==> src/rtl/time_display_scan.sv <==
// time_display_scan: binary HH:MM:SS to BCD via subtract-10 FSM, scanned onto a 6-digit 7-segment display
// Ports: clk, rst_n (async, active-low); set_mode/set_hour/set_min select the blinking field;
//   hour/minute/second binary inputs; seg {g..a} active-high; dig_sel one-hot digit enable;
//   busy high while a BCD conversion is running.
module time_display_scan #(
  parameter int SCAN_DIV   = 1,
  parameter int BLINK_HALF = 50
) (
  input  logic       clk,
  input  logic       rst_n,
  input  logic       set_mode,
  input  logic       set_hour,
  input  logic       set_min,
  input  logic [4:0] hour,
  input  logic [5:0] minute,
  input  logic [5:0] second,
  output logic [6:0] seg,
  output logic [5:0] dig_sel,
  output logic       busy
);
  localparam int SW = SCAN_DIV > 1 ? $clog2(SCAN_DIV) : 1;
  localparam int BW = BLINK_HALF > 1 ? $clog2(BLINK_HALF) : 1;
  localparam logic [SW-1:0] S_MAX = SW'(SCAN_DIV - 1);
  localparam logic [BW-1:0] B_MAX = BW'(BLINK_HALF - 1);

  typedef enum logic {IDLE, CONV} state_t;
  state_t state, state_nx;

  logic [16:0]     snap;
  logic [4:0]      wh;
  logic [5:0]      wm, ws;
  logic [3:0]      th, tm, ts;
  logic [5:0][3:0] bcd;
  logic [SW-1:0]   scan_cnt;
  logic [BW-1:0]   blink_cnt;
  logic [2:0]      dig_idx;
  logic            blink_on, changed, done, blank;
  logic [3:0]      cur;
  logic [6:0]      dec;

  assign changed = {hour, minute, second} != snap;
  assign done    = wh < 5'd10 && wm < 6'd10 && ws < 6'd10;

  always_ff @(posedge clk or negedge rst_n)
    if (!rst_n) state <= IDLE;
    else state <= state_nx;

  always_comb state_nx = state == IDLE ? (changed ? CONV : IDLE) : (done ? IDLE : CONV);

  always_comb busy = state == CONV;

  always_ff @(posedge clk or negedge rst_n)
    if (!rst_n) begin
      snap <= '0;
      wh   <= '0;
      wm   <= '0;
      ws   <= '0;
      th   <= '0;
      tm   <= '0;
      ts   <= '0;
      bcd  <= '0;
    end else if (state == IDLE && changed) begin
      snap <= {hour, minute, second};
      wh   <= hour;
      wm   <= minute;
      ws   <= second;
      th   <= '0;
      tm   <= '0;
      ts   <= '0;
    end else if (state == CONV && done) begin
      bcd <= {th, wh[3:0], tm, wm[3:0], ts, ws[3:0]};
    end else if (state == CONV) begin
      if (wh >= 5'd10) begin
        wh <= wh - 5'd10;
        th <= th + 4'd1;
      end
      if (wm >= 6'd10) begin
        wm <= wm - 6'd10;
        tm <= tm + 4'd1;
      end
      if (ws >= 6'd10) begin
        ws <= ws - 6'd10;
        ts <= ts + 4'd1;
      end
    end

  always_comb cur = dig_idx > 3'd5 ? 4'd0 : bcd[dig_idx];

  always_comb begin
    dec = 7'h00;
    case (cur)
      4'd0: dec = 7'h3F;
      4'd1: dec = 7'h06;
      4'd2: dec = 7'h5B;
      4'd3: dec = 7'h4F;
      4'd4: dec = 7'h66;
      4'd5: dec = 7'h6D;
      4'd6: dec = 7'h7D;
      4'd7: dec = 7'h07;
      4'd8: dec = 7'h7F;
      4'd9: dec = 7'h6F;
      default: dec = 7'h00;
    endcase
  end

  always_comb blank = !blink_on && set_mode &&
                      ((set_hour && dig_idx >= 3'd4) || (set_min && (dig_idx == 3'd2 || dig_idx == 3'd3)));

  always_ff @(posedge clk or negedge rst_n)
    if (!rst_n) begin
      scan_cnt  <= '0;
      dig_idx   <= '0;
      blink_cnt <= '0;
      blink_on  <= 1'b1;
      seg       <= 7'h00;
      dig_sel   <= 6'b000000;
    end else begin
      scan_cnt  <= scan_cnt == S_MAX ? '0 : scan_cnt + SW'(1);
      blink_cnt <= blink_cnt == B_MAX ? '0 : blink_cnt + BW'(1);
      if (scan_cnt == S_MAX) dig_idx <= dig_idx == 3'd5 ? 3'd0 : dig_idx + 3'd1;
      if (blink_cnt == B_MAX) blink_on <= !blink_on;
      seg     <= blank ? 7'h00 : dec;
      dig_sel <= 6'd1 << dig_idx;
    end
endmodule

==> config.mk <==
export PLATFORM = sky130hd
export DESIGN_NAME = time_display_scan
export DESIGN_NICKNAME = d
export VERILOG_FILES = /design/src/rtl/time_display_scan.sv
export SDC_FILE = /design/constraint.sdc
export NUM_CORES = 1
export LEC_CHECK = 0
export BUFFER_PORTS_ARGS = -buffer_cell sky130_fd_sc_hd__buf_2
export CAP_MARGIN = 30
export CORE_MARGIN = 2
export CORE_UTILIZATION = 40
export DETAILED_ROUTE_END_ITERATION = 8
export GPL_ROUTABILITY_DRIVEN = 0
export PLACE_DENSITY = 0.57
export SLEW_MARGIN = 15
export SYNTH_ARGS = -nofsm -noshare
export SYNTH_HDL_FRONTEND = slang
export SYNTH_SLANG_ARGS = --single-unit
==> constraint.sdc <==
create_clock -name clk -period 3 [get_ports clk]
set_input_delay 0.45 -clock clk [delete_from_list [all_inputs] [get_ports clk]]
set_output_delay 0.45 -clock clk [all_outputs]
set_load 0.02 [all_outputs]
Yosys cells after proc, flatten, opt, wreduce, memory -nomap -nowiden
Memories as Yosys holds them, arrays and structs flattened. Cells that the tools add are included. Widths: inputs -> output; s select.

Input bits: 22. Register bits: 95. Logic and storage cells: 101. Bits in latches: 0. Output and inout port bits: 14. Bits in read-only memories: 112. Bits in writable memories: 0. Memories: 1.

Memories: (no name shown) (depth 16, bits a word 7, read ports 1, clocked after Yosys merged registers in 0, wr ports 0, line 91) `case (cur)`.

Add/subtract/negate cells: 9. Mux-type cells: 34. Multiply operators: 0. Magnitude comparators: 9. Equal/unequal tests: 6. Bitwise operators: 2. Reductions and logical operators: 19. Divide/modulo/power cells: 0. Shifts and indexed selects: 1.

Operators with widths (number): $mux 4 (14); $mux 6 (9); $mux 5 (4); $ne 17x17->1 (1); $add 4x1->4 const B (3); $bmux 4 s3 (1); $ge 6x4->1 const B (2); $lt 6x4->1 const B (2); $sub 6x4->6 const B (2); $reduce_and 3->1 (3); $logic_and 1x1->1 (8); $reduce_bool 2->1 (4); $mux 7 (1); $add 6x1->6 const B (1); $eq 3x2->1 const B (2); $eq 6x6->1 const B (1); $shl 1x3->6 const A (1); $ge 5x4->1 const B (1); $lt 5x4->1 const B (1); $sub 5x4->5 const B (1); $lt 3x4->1 const B (1); $mux 1 (4); $add 3x1->3 const B (1); $eq 3x3->1 const B (1); other kinds (9) (11).

Longest topological paths before layout
Gate-level depths: netlist (run 1).

Depth in word-level cells: 6. Mapped depth: 9. Depth with buffers taken out: 8.

Worst setup path after synthesis (run 1)
OpenSTA, ideal clock, no wires.

Path kind: register to register. Start point: reg dig_idx[0]. End point: reg seg[0]. Stages on the path, launching flop included: 8. Data required time: 2.922 ns. Setup time: 0.078 ns. Period minus slack after synthesis: 2.034 ns. Arrival time: 1.957 ns. Slack: 0.966 ns. Cells stage by stage: dfrtp_1 -> buf_6 -> mux4_2 -> a21oi_1 -> inv_1 -> ha_1 -> mux2_2 -> a21oi_1.

Longest elaborated chain between the ends: 6. Elaborated cells between the ends (all ways): 14. Those cells by class: order compare: 2; eq/ne: 2; mux: 4; reduce/logical: 5; memory: 1.

Ends and longest elaborated chain: start: declaration (line 36) `logic [2:0] dig_idx;`; start signal: assignment (line 120) `if (scan_cnt == S_MAX) dig_idx <= dig_idx == 3'd5 ? 3'd0 : dig_idx + 3'd1;`; branches (longest 5 deep; another with $mem_v2 16x7); $mux 7 (*) (line 122) `seg <= blank ? 7'h00 : dec;`; end signal: assignment (line 122); end: declaration (line 17) `output logic [6:0] seg,`.

Mark *: on every way between the ends. The select of a mux whose other input is x is not followed. A chain may end at the register's enable or synchronous reset.

Worst setup path in the final report (run 1)
Start point: reg dig_idx[0]. End point: reg seg[4].

The elaborated chain is that of the path after synthesis.

==> impl_results.md, run 1 <==
- IO Pins: 36
- Vias in the first global route: 3068
- Ranking of synthesized cells by area: dfrtp_1 51%, mux2_2 6.7%, ha_1 3.6%
- Power per Cell Area: 1060 nW/um^2
- Fmax: 407 MHz
- CORE AREA: 11000 um^2
- Period utilization: 0.819
- IO buf count: 35
- WP data arrival: 2.73 ns
- Max-slew violation total from the final report: 0
- Synth warn: 0
- Gate power share: 0.386
- Synth top cells by count: 93 x dfrtp_1, 27 x mux2_2, 27 x nand2_1, 24 x nor2_1, 21 x a21oi_1
- Multi-input logic area: 2050 um^2
- CTS root buffer: clkbuf_16
- Clock skew: 0.00763 ns
- Largest net degree at the start of global routing: 56
- CTS clock-pin slew for the worst setup and hold paths: 0.07 ns
- WL/cell: 15.5 um
- Clock Power Share: 0.217
- Storage element area: 2350 um^2
- Number of post-CTS setup repair buffers: 0
- Final Hold Vio Count: 0
- Leakage power: 2.39 nW
- Data required, critical path: 3.28 ns
- Critical Path Source Type: flip-flop
- Hold Crit Class: in -> async
- Simple logic cell fraction of the synthesized area: 0.106
- TritonCTS clock tree: yes
- Synth Area in XOR/XNOR: 0.0539
- Detailed-route DRC error count: 0
- CP top delay family: multiplexers
- Asr flop ratio synth: 1.00
- Total grt overflow: 0
- Outcome: finished clean
- Worst slew pin tran: 0.712 ns
- Critical path's largest stage delay: 0.68 ns
- Count of final setup violators: 0
- P_int: 3.61 mW
- Post-Synth Adder-Cell Area: 0.0358
- Critical path buffers and inverters: 1
- Top cell type by total area after synthesis: dfrtp_1
- CP max FO: 12
- Worst setup path class: reg -> reg
- Ys flop type: dfrtp_1
- CP Cell Sequence: mux4_1, nand2_1, o21ai_0, inv_1, ha_1, mux2i_1, mux2_2, nor2_2
- Cell row count: 38
- Full die area: 12200 um^2
- Power share of the sequential group: 0.397
- Switching power: 1.94 mW
- Initial DRT Pass Iterations: 4
- Detailed Route WL: 9000 um
- Die Y: 111 um
- Mapped Area: 4550 um^2
- Clock latency on the worst-skew pair: 0.34 ns
- Via count: 2985
- Mux contribution to synthesized area: 0.157
- Vias per cell: 5.14
- Syn_area_per_cell: 11.6 um^2
- Highest-delay cell along the critical path: dfrtp_1
- Syn Inst Count: 392
- Dpl hpwl: 6400 um
- Post-route ant nets: 0
- Max VDD drop: 581 uV
- GR Util All Layers: 0.160
- RSZ-0062 raised after global routing: no
- Rel. slew slack: 0.526
- Main combinational cell family by area after synthesis: multiplexers
- Area share of the largest cell type after synthesis: 0.512
- H-Tree Level Count: 3
- Switching Share: 0.349
- PostCTS Resize Cnt: 0
- Most common cell in the netlist: dfrtp_1
- Antenna violations before repair: 0
- Clock Sinks: 94
- TNS Setup: 0 ns
- Post-synth cell types: 50
- Area grow syn2layout: 15.2%
- Post-synthesis sequential area ratio: 0.518
- # hold bufs at CTS: 0
- Number of enable flip-flop cells after synthesis: 0
- Fillers: 1011
- Seq cells post-synth: 94
- Share of post-route cells with drive strength above 1: 0.247
- Max-cap violations: 0
- Starting Density: 0.414
- First-pass GRT wire length: 15600 um
- Crit end category: flip-flop
- Post-layout net count: 471
- Initial detailed-routing violation count: 176
- Post-Syn Nets: 427
- Die span in x: 111 um
- Compound-gate portion of the synthesized area: 0.0988
- Final Hold Slack: 0.164 ns
- Min Clock Period, post-route: 2.46 ns
- Clk buf depth: 2
- ANT cells: 0
- CTS Buf Count: 9
==> flip-flops by register name, indices dropped and copies added (netlist names), 5 cells and up <==
| register | count |
|---|---|
| seg | 7 |
| wm | 6 |
| dig_sel | 6 |
| wh | 5 |
| snap | 17 |
| bcd | 24 |
| blink_cnt | 6 |
| ws | 6 |
==> power groups by stage <==
| stage | registers [mW] | clock network (mW) | logic, mW |
|---|---|---|---|
| after floorplan | 2.15 | 0 | 1.63 |
| after global placement | 2.21 | 0 | 2.10 |
| after detailed placement | 2.22 | 0 | 2.15 |
| after CTS | 2.20 | 1.24 | 2.17 |
| after global routing | 2.28 | 1.29 | 2.43 |
| final | 2.20 | 1.20 | 2.14 |
==> placed cells by master (no fill, tap or decap), drive strengths merged, types with 13 or more instances in the layout <==
| cell type | Yosys | final |
|---|---|---|
| mux2 | 38 | 38 |
| inv | 16 | 16 |
| a21oi | 22 | 22 |
| buf | 7 | 45 |
| nand3 | 13 | 13 |
| xor2 | 16 | 16 |
| mux2i | 15 | 15 |
| nor2 | 26 | 26 |
| o21ai | 26 | 26 |
| nand2 | 27 | 27 |
| ha | 13 | 13 |
| dfrtp | 93 | 93 |
==> layer usage <==
metal / global-route usage / share of wire / wire length (um) / vias to the layer above
met4: 0.0533 / 0.014 / 126 / 0
met1: 0.219 / 0.50 / 4460 / 1463
met5: 0 / 0 / 0 / -
met3: 0.0395 / 0.037 / 332 / 9
met2: 0.249 / 0.45 / 4080 / 48
li1: - / - / - / 1465
==> area by class of cell <==
cell class              instances  share of cell area
repair buffers                 45              0.0507
clock inverters                 4              0.0103
multi-input cells             268               0.392
clock buffers                  12              0.0509
inverters                      18              0.0129
well taps                     140              0.0335
flip-flops and latches         94               0.450
==> through the flow <==
| step | setup slack, ns | instances | instance area, um^2 | power (mW) | utilization |
|---|---|---|---|---|---|
| after floorplan | 0.966 | 392 | 4550 | 3.79 | - |
| after global placement | 0.561 | 565 | 4910 | 4.31 | 0.447 |
| after detailed placement | 0.516 | 565 | 4910 | 4.38 | 0.447 |
| after CTS | 0.505 | 581 | 5240 | 5.61 | 0.477 |
| after global routing | 0.355 | 581 | 5240 | 6.00 | 0.477 |
| final | 0.543 | 581 | 5240 | 5.54 | 0.477 |
==> cell families (layout without fill, tap and decap cells) <==
| logic type | after synthesis | count (layout) |
|---|---|---|
| buffers and inverters | 30 | 79 |
| xor gates and xnor gates | 28 | 28 |
| muxes | 57 | 57 |
| DFF | 94 | 94 |
| adders and majority gates | 13 | 13 |
| and+or+nand+nor | 98 | 98 |
| AOI/OAI and AO/OA | 72 | 72 |
==> final timing paths <==
kind	startpoint	endpoint	slack, ns	cells past startpoint
max in group asynchronous	rst_n	snap[15]	2.18	2
worst min-delay path	rst_n	ts[2]	0.16	1
worst max-delay path	dig_idx[0]	seg[4]	0.54	8
worst max register to register	dig_idx[0]	seg[4]	0.54	8
worst min register to register	bcd[18]	bcd[18]	0.48	2
min in group clk	hour[3]	snap[15]	0.38	2
Note: power is estimated with default switching activity, not from simulation.
==> inputs of run 2 (changes only) <==
Clock period 3 ns to 2.52 ns, I/O delays scaled along.
==> impl_results.md, run 2 (synthesized netlist as in run 1, its figures left out) <==
- PostCTS Resize Cnt: 0
- Largest register FFs: 24
- Failing checks: hold timing
- Full die area: 12200 um^2
- Biggest register: bcd
- Vias in the first global route: 3090
- RSZ-0062 raised after global routing: no
- Worst slew pin tran: 0.640 ns
- Clock latency on the worst-skew pair: 0.34 ns
- GR Util All Layers: 0.155
- CORE AREA: 11000 um^2
- Dpl hpwl: 6440 um
- Data required, critical path: 2.74 ns
- Post-layout net count: 476
- Cell row count: 38
- Multi-input logic area: 2050 um^2
- TritonCTS clock tree: yes
- WP data arrival: 2.45 ns
- Design Area, Final: 5270 um^2
- H-Tree Level Count: 3
- # hold bufs at CTS: 0
- CP max FO: 16
- Commonest non-fill, non-tap cell in the layout: dfrtp_1
- Largest net degree at the start of global routing: 40
- Post-route ant nets: 0
- Die span in x: 111 um
- Worst setup path class: reg -> reg
- Worst reg2reg path startpoint: snap[16]
- IO Pins: 36
- Via count: 3010
- Post-DP Area: 4940 um^2
- Reg-to-reg setup timing slack: 0.29 ns
- Clock skew: 0.00427 ns
- Detailed Route WL: 8750 um
- Placement Setup Slack: 0.170 ns
- Min Clock Period, post-route: 2.23 ns
- Die Y: 111 um
- Fmax: 448 MHz
- Leakage power: 2.41 nW
- Detailed-route DRC error count: 0
- ANT cells: 0
- CTS clock-pin slew for the worst setup and hold paths: 0.06 ns
- Antenna violations before repair: 0
- Outcome: finished with violations
- Number of post-CTS setup repair buffers: 0
- Initial detailed-routing violation count: 77
- IO buf count: 35
- Starting Density: 0.414
- Area grow syn2layout: 15.8%
- WL/cell: 15.0 um
- R2R depth: 6
- Crit end category: flip-flop
- Max-cap violations: 0
- Final Hold Vio Count: 5
- Rel. slew slack: 0.570
- Vias per cell: 5.15
- Fillers: 1022
- Final setup margin: 0.288 ns
- Worst reg2reg endpoint: snap[9]
- Critical Path Source Type: flip-flop
- Count of final setup violators: 0
- Period utilization: 0.886
- CTS root buffer: clkbuf_16
- Initial DRT Pass Iterations: 5
- Regs by FF count: bcd: 24 flops, snap: 17 flops, seg: 7 flops
- Max-slew violation total from the final report: 0
- First-pass GRT wire length: 15300 um
- Storage element area: 2350 um^2
- Clk buf depth: 2
- Layout Utilization: 0.479
- Max VDD drop: 636 uV
- Hold Crit Class: in -> async
- Total grt overflow: 0
- Clock Sinks: 94
- TNS Setup: 0 ns
- Final Hold Slack: -0.00793 ns
- Power per Cell Area: 1250 nW/um^2
- CTS Buf Count: 9
- Commonest cells after routing, fill and taps aside: 93 x dfrtp_1, 35 x buf_2, 27 x nand2_1, 27 x mux2_2, 24 x nor2_1
- Share of post-route cells with drive strength above 1: 0.249
==> run 2: report_power, final <==
| part | internal [mW] | total, mW | switching, mW |
|---|---|---|---|
| registers | 2.15 | 2.61 | 0.465 |
| logic | 1.30 | 2.55 | 1.25 |
| clock network | 0.893 | 1.43 | 0.534 |
==> run 2: final cells by class <==
| cell class | instances | area share |
|---|---|---|
| Sequential cell | 94 | 0.447 |
| Inverter | 18 | 0.0128 |
| Clock inverter | 3 | 0.0131 |
| Multi-Input combinational cell | 268 | 0.390 |
| Clock buffer | 12 | 0.0468 |
| Timing Repair Buffer | 50 | 0.0570 |
| Tap cell | 140 | 0.0333 |
==> run 2: critical path: stages (launching register included) <==
cell,delay (ns)
dfrtp_1,0.39
xor2_1,0.19
nor4_1,0.31
nand3_1,0.25
o21a_1,0.37
buf_4,0.28
mux2_4,0.32
==> run 2: through the flow <==
step	power [mW]	std cells
after CTS	6.67	584
after global placement	5.16	569
final	6.59	585
after detailed placement	5.21	569
after floorplan	4.51	392
after global routing	7.14	585
==> run 2: worst max path at each step <==
stage	from	endpoint	slack, ns	depth (start not counted)
CTS	dig_idx[0]	seg[1]	0.24	6
global route	snap[16]	wh[4]	0.07	7
finish	snap[16]	snap[9]	0.29	6
floorplan	dig_idx[0]	seg[0]	0.49	7
detailed placement	hour[4]	snap[9]	0.17	7
global placement	hour[1]	snap[10]	0.21	7
==> run 2: layer usage <==
metal  global-route usage  wire length [um]
met5                    0                 0
met4               0.0317                95
met3               0.0472               360
met2                0.244              3980
met1                0.212              4310
